**config.mk**
```make
export PLATFORM = sky130hd
export DESIGN_NAME = instr_fetch_flat
export DESIGN_NICKNAME = d
export VERILOG_FILES = /design/src/rtl/instr_fetch_if.sv /design/src/rtl/instr_fetch.sv /design/src/flat_wrapper.sv
export SDC_FILE = /design/constraint.sdc
export NUM_CORES = 1
export LEC_CHECK = 0
export BUFFER_PORTS_ARGS = -buffer_cell sky130_fd_sc_hd__buf_2
export CAP_MARGIN = 10
export CORE_ASPECT_RATIO = 0.9
export CORE_MARGIN = 4
export CORE_UTILIZATION = 41
export DETAILED_ROUTE_END_ITERATION = 16
export GPL_ROUTABILITY_DRIVEN = 0
export GPL_TIMING_DRIVEN = 0
export PLACE_DENSITY = 0.86
export SETUP_SLACK_MARGIN = 0.02
export SLEW_MARGIN = 20
export SYNTH_ARGS = -nofsm -noshare
export SYNTH_HDL_FRONTEND = slang
export SYNTH_SLANG_ARGS = --single-unit
```
**constraint.sdc**
```tcl
create_clock -name clk -period 2.5 [get_ports clk]
set_input_delay 0.5 -clock clk [delete_from_list [all_inputs] [get_ports clk]]
set_output_delay 0.5 -clock clk [all_outputs]
set_load 0.02 [all_outputs]
```
**src/rtl/instr_fetch_if.sv**
```systemverilog
// instr_fetch_if: instruction-memory bus and decoder-side signals of the fetch unit.
//
// Handshakes:
//   - ImemReq is a one-cycle pulse carrying ImemAddr. Memory always accepts it.
//     Exactly one ImemValid/ImemRdata beat returns, at least one cycle later.
//     At most one request is outstanding.
//   - The fetch unit asserts InstrValid while it holds a live instruction.
//     The decoder consumes it in any cycle with InstrValid=1 and Stall=0.
//     PcSrc/PcTarget are sampled only in that consume cycle.
interface instr_fetch_if;
    logic        Stall;
    logic        PcSrc;
    logic [31:0] PcTarget;
    logic        ImemReq;
    logic [31:0] ImemAddr;
    logic        ImemValid;
    logic [31:0] ImemRdata;
    logic [31:0] Instr;
    logic [6:0]  Op;
    logic        InstrValid;
    logic [31:0] Pc;
    logic [31:0] PcPlus4;

    // Fetch unit side.
    modport master (
        input  Stall, PcSrc, PcTarget, ImemValid, ImemRdata,
        output ImemReq, ImemAddr, Instr, Op, InstrValid, Pc, PcPlus4
    );

    // Instruction memory / decoder side.
    modport slave (
        output Stall, PcSrc, PcTarget, ImemValid, ImemRdata,
        input  ImemReq, ImemAddr, Instr, Op, InstrValid, Pc, PcPlus4
    );
endinterface

```
**src/rtl/instr_fetch.sv**
```systemverilog
// instr_fetch: PC owner and single-outstanding instruction fetch for the
// single-issue RISC-V core. Holds the fetched word for the decoder and applies
// the branch redirect when the decoder consumes the instruction.
// Optional: define FETCH_PERF_EN to add the FetchCount/StallCycles counters.
module instr_fetch #(
    parameter logic [31:0] RESET_PC = 32'h0000_0000
) (
    input  logic          clk,
    input  logic          rst,
    instr_fetch_if.master bus,
    output logic [1:0]    dbg_state
`ifdef FETCH_PERF_EN
    ,
    output logic [31:0]   FetchCount,
    output logic [31:0]   StallCycles
`endif
);

    typedef enum logic [1:0] {
        ISSUE = 2'd0,
        WAIT  = 2'd1,
        HOLD  = 2'd2
    } state_t;

    state_t      state_q, state_d;
    logic [31:0] pc_q, pc_d;
    logic [31:0] instr_q, instr_d;
    logic [31:0] pc_plus4;
    logic        consume;
    logic        unused_target_lsbs;

    assign pc_plus4 = pc_q + 32'd4;
    assign consume  = (state_q == HOLD) && !bus.Stall;

    // Branch targets are word aligned; the low two bits are dropped.
    assign unused_target_lsbs = ^bus.PcTarget[1:0];

    // State, PC and held instruction registers.
    always_ff @(posedge clk) begin
        if (rst) begin
            state_q <= ISSUE;
            pc_q    <= RESET_PC;
            instr_q <= '0;
        end else begin
            state_q <= state_d;
            pc_q    <= pc_d;
            instr_q <= instr_d;
        end
    end

    // Next-state logic: issue, wait for the single response, hold until consumed.
    always_comb begin
        state_d = state_q;
        pc_d    = pc_q;
        instr_d = instr_q;
        unique case (state_q)
            ISSUE: begin
                state_d = WAIT;
            end
            WAIT: begin
                if (bus.ImemValid) begin
                    instr_d = bus.ImemRdata;
                    state_d = HOLD;
                end
            end
            HOLD: begin
                if (consume) begin
                    pc_d    = bus.PcSrc ? {bus.PcTarget[31:2], 2'b00} : pc_plus4;
                    state_d = ISSUE;
                end
            end
            default: begin
                state_d = ISSUE;
            end
        endcase
    end

    assign bus.ImemReq    = (state_q == ISSUE) && !rst;
    assign bus.ImemAddr   = pc_q;
    assign bus.Instr      = instr_q;
    assign bus.Op         = instr_q[6:0];
    assign bus.InstrValid = (state_q == HOLD);
    assign bus.Pc         = pc_q;
    assign bus.PcPlus4    = pc_plus4;
    assign dbg_state      = state_q;

`ifdef FETCH_PERF_EN
    // Performance counters: consumed instructions and stalled HOLD cycles.
    always_ff @(posedge clk) begin
        if (rst) begin
            FetchCount  <= '0;
            StallCycles <= '0;
        end else begin
            if (consume) begin
                FetchCount <= FetchCount + 32'd1;
            end
            if ((state_q == HOLD) && bus.Stall) begin
                StallCycles <= StallCycles + 32'd1;
            end
        end
    end
`endif

endmodule

```
**src/flat_wrapper.sv**
```systemverilog
// flat-port wrapper written by rule: the top's interface ports become plain ports
module instr_fetch_flat 
#(
    parameter logic [31:0] RESET_PC = 32'h0000_0000
)
  (clk, rst, dbg_state, bus_Stall, bus_PcSrc, bus_PcTarget, bus_ImemValid, bus_ImemRdata, bus_ImemReq, bus_ImemAddr, bus_Instr, bus_Op, bus_InstrValid, bus_Pc, bus_PcPlus4);
  instr_fetch_if bus_i ();
  input  logic clk;
  input  logic rst;
  output logic [1:0] dbg_state;
  input wire logic [$bits(bus_i.Stall)-1:0] bus_Stall;
  input wire logic [$bits(bus_i.PcSrc)-1:0] bus_PcSrc;
  input wire logic [$bits(bus_i.PcTarget)-1:0] bus_PcTarget;
  input wire logic [$bits(bus_i.ImemValid)-1:0] bus_ImemValid;
  input wire logic [$bits(bus_i.ImemRdata)-1:0] bus_ImemRdata;
  output wire logic [$bits(bus_i.ImemReq)-1:0] bus_ImemReq;
  output wire logic [$bits(bus_i.ImemAddr)-1:0] bus_ImemAddr;
  output wire logic [$bits(bus_i.Instr)-1:0] bus_Instr;
  output wire logic [$bits(bus_i.Op)-1:0] bus_Op;
  output wire logic [$bits(bus_i.InstrValid)-1:0] bus_InstrValid;
  output wire logic [$bits(bus_i.Pc)-1:0] bus_Pc;
  output wire logic [$bits(bus_i.PcPlus4)-1:0] bus_PcPlus4;
  assign bus_i.Stall = bus_Stall;
  assign bus_i.PcSrc = bus_PcSrc;
  assign bus_i.PcTarget = bus_PcTarget;
  assign bus_i.ImemValid = bus_ImemValid;
  assign bus_i.ImemRdata = bus_ImemRdata;
  assign bus_ImemReq = bus_i.ImemReq;
  assign bus_ImemAddr = bus_i.ImemAddr;
  assign bus_Instr = bus_i.Instr;
  assign bus_Op = bus_i.Op;
  assign bus_InstrValid = bus_i.InstrValid;
  assign bus_Pc = bus_i.Pc;
  assign bus_PcPlus4 = bus_i.PcPlus4;
  instr_fetch #(.RESET_PC(RESET_PC)) u_core (.clk(clk), .rst(rst), .bus(bus_i), .dbg_state(dbg_state));
endmodule
```
==> metrics.yaml <==
outcome: "complete, but fails checks"
violations: "setup timing"
grt_start_max_net_pins: 14
grt_pass1_wl_microns: 23600
synth_seq_area_share_pct: 32.3
path_common_cell: "buf_6"
drc_errors: 0
r2r-start: "u_core.bus.ImemAddr[6]"
antenna-diode-count: 0
period_share_pct: 103
timing_hold_violations_final: 0
antenna_found_initial: 0
worstReg2RegEnd: "u_core.bus.ImemAddr[23]"
p_leak_uw: 0.00307
dpl.hpwl_microns: 10900
ff2ff_path_depth: 12
ys_seq_elements: 64
clk_path_buf_depth: 2
slowest_stage: "or4_4"
setup_viol: 6
maxCapViolCount: 0
worstPathArrival_ps: 2080
dieWidth_microns: 112
grt_use_total_pct: 25.6
initial_core_util_pct: 42.8
core_sq_mm: 0.00925
placed_area_sq_mm: 0.00514
cts.clk_slew.worst_paths_ps: 90
final_cell_mix: "buf_2, nand2_1, buf_4"
final_common_cell: "buf_2"
root_buffer: "clkbuf_8"
async_flop_share_pct: 0
drive_above_1_share_pct: 48.0
syn_area_per_cell_sq_um: 7.50
viasPerCell: 5.68
rows: 33
drt-initial-drc-count: 576
port_buffers: 199
cts_made_buffers: 9
grt_pass1_vias: 4728
postLayoutSetupSlackWorst_ps: -78.8
p_per_area_mw_per_mm2: 406
crit_buf_inv: 3
ios: 208
ctsHtreeMaxLevel: 3
postRouteAntennaNets: 0
crit_chain: "buf_6 > nand4_1 > buf_6 > or4_4 > nor2_2 > xor2_1 > buf_4"
fill_cells: 773
hold_end: "u_core.dbg_state[0]"
cp.required_ps: 2000
rsz0062_at_grt: "yes"
crit_family: "simple AND/OR/NAND/NOR gates"
firstDrtPassIters: 8
die_y_microns: 101
synth_edf_count: 0
fin_skew_ps: 19.5
nNetsFinal: 851
hp-start: "bus_ImemValid"
peakVddDrop_mv: 0.280
hp-class: "input pin to register"
drv_slew: 0
tightest_slew_ps: 689
min_path_cells: 2
critical-path-max-stage-delay_ps: 580
yosys_warnings: 0
cts_sinks: 64
critical_path_depth: 7
cts_hold_buf: 0
synthCells: 528
critical_path_peak_fanout: 4
wirelength_microns: 16100
dr_total_vias: 5158
r2r_setup_slack_ps: 140
ys.flop_type: "dfxtp_1"
slew_headroom_pct: 54.0
area_growth_pct: 53.7
tritoncts: "built"
overflow: 0
fin_crit_ps: 2580
clock_latency_ps: 350
final_area_sq_mm: 0.00609
path_class: "register to primary output"
synth_cell_type_count: 59
fmax_ghz: 0.388
syn-cell-area_sq_mm: 0.00396
end_kind: "primary output"
holdWs_ps: 351
dieArea_sq_mm: 0.0113
wl_per_cell_microns: 17.7
critPathLaunchType: "register"
==> repair_timing <==
item / in CTS / in global routing
setup buffers: 23 / 18
hold endpoints to repair: 0 / 0
gates cloned: 0 / 0
pin swaps: 8 / 16
resized for setup: 79 / 63
endpoints found under the setup margin: 24 / 33
==> per-layer routing <==
metal / GRT usage (%) / up-vias / share of wire, %
li1: - / 2360 / -
met1: 32.8 / 2358 / 37
met2: 41.8 / 372 / 49
met3: 6.15 / 68 / 10
met4: 10.7 / 0 / 4.0
met5: 0 / - / 0
==> cell families after synthesis <==
logic type	synth area share [%]
compound gates	19.7
xor+xnor	5.75
fa+ha+maj	0.316
buf+inv	13.0
flops	32.3
mux	0.505
other cells	0.0947
simple gates	28.2
==> power by group <==
part	leakage, uW	switching, uW	internal (uW)
Combinational	0.00244	269	170
Sequential	0.000530	36.3	1050
Clock	0.000101	479	472
Total	0.00307	784	1690
==> synth_stat cells (all sizes together) (2+ instances only) <==
| library cell | n | area share, % |
|---|---|---|
| nor2 | 17 | 1.6 |
| and3 | 10 | 1.6 |
| o31a | 2 | 0.44 |
| clkbuf | 32 | 3.0 |
| and4 | 6 | 1.3 |
| a21oi | 45 | 5.7 |
| a31oi | 10 | 1.6 |
| nand2 | 100 | 9.5 |
| nor3b | 3 | 0.57 |
| or3 | 6 | 0.95 |
| nand4 | 15 | 2.7 |
| o211ai | 4 | 0.76 |
| dfxtp | 64 | 32 |
| o311ai | 5 | 1.1 |
| a22o | 3 | 0.66 |
| o31ai | 5 | 0.95 |
| a32o | 6 | 1.5 |
| nor3 | 18 | 2.3 |
| or2 | 5 | 0.79 |
| o221ai | 3 | 0.66 |
| and2 | 3 | 0.47 |
| xnor2 | 13 | 2.9 |
| nand2b | 2 | 0.32 |
| buf | 53 | 9.3 |
| o21ai | 12 | 1.5 |
| o22ai | 2 | 0.32 |
| a211o | 3 | 0.66 |
| inv | 6 | 0.57 |
| nand3 | 18 | 2.3 |
| a32oi | 3 | 0.66 |
| xor2 | 13 | 2.9 |
| nor4 | 12 | 2.1 |
| or4 | 4 | 0.76 |
| a22oi | 2 | 0.38 |
| mux2i | 2 | 0.51 |
| a211oi | 2 | 0.38 |
==> through the flow <==
stage / util (%) / cells / setup TNS (ps) / power [uW] / setup slack (ps)
floorplan: - / 533 / 0 / 1360 / 28.5
global placement: 55.6 / 854 / -2930 / 1520 / -426
detailed placement: 55.6 / 854 / -2990 / 1530 / -429
CTS: 62.5 / 892 / -500 / 2460 / -118
global route: 65.8 / 908 / -1380 / 2560 / -185
finish: 65.8 / 908 / -272 / 2480 / -78.8
==> registers in the layout, summed over array words and instances (netlist names) <==
register	count
u_core.bus.ImemAddr	30
u_core.dbg_state	2
u_core.bus.Instr	32
==> worst max path at each step <==
| stage | endpoint | slack [ps] | from |
|---|---|---|---|
| floorplan | bus_PcPlus4[19] | 30 | u_core.bus.ImemAddr[12] |
| global placement | bus_PcPlus4[28] | -430 | u_core.bus.ImemAddr[2] |
| detailed placement | bus_PcPlus4[28] | -430 | u_core.bus.ImemAddr[2] |
| CTS | bus_PcPlus4[23] | -120 | u_core.bus.ImemAddr[5] |
| global route | bus_PcPlus4[23] | -190 | u_core.bus.ImemAddr[6] |
| finish | bus_PcPlus4[19] | -80 | u_core.bus.ImemAddr[4] |
==> area by class of cell <==
type / count / area [sq um] / area share, %
plain buffers: 83 / 559 / 9.18
clock buffers: 9 / 124 / 2.03
inverters: 7 / 26.3 / 0.431
multi-input cells: 377 / 2470 / 40.6
flip-flops and latches: 64 / 1320 / 21.7
repair buffers: 239 / 1360 / 22.3
clock inverters: 7 / 77.6 / 1.27
well taps: 122 / 153 / 2.51
Power figures use the tool's default switching activity.
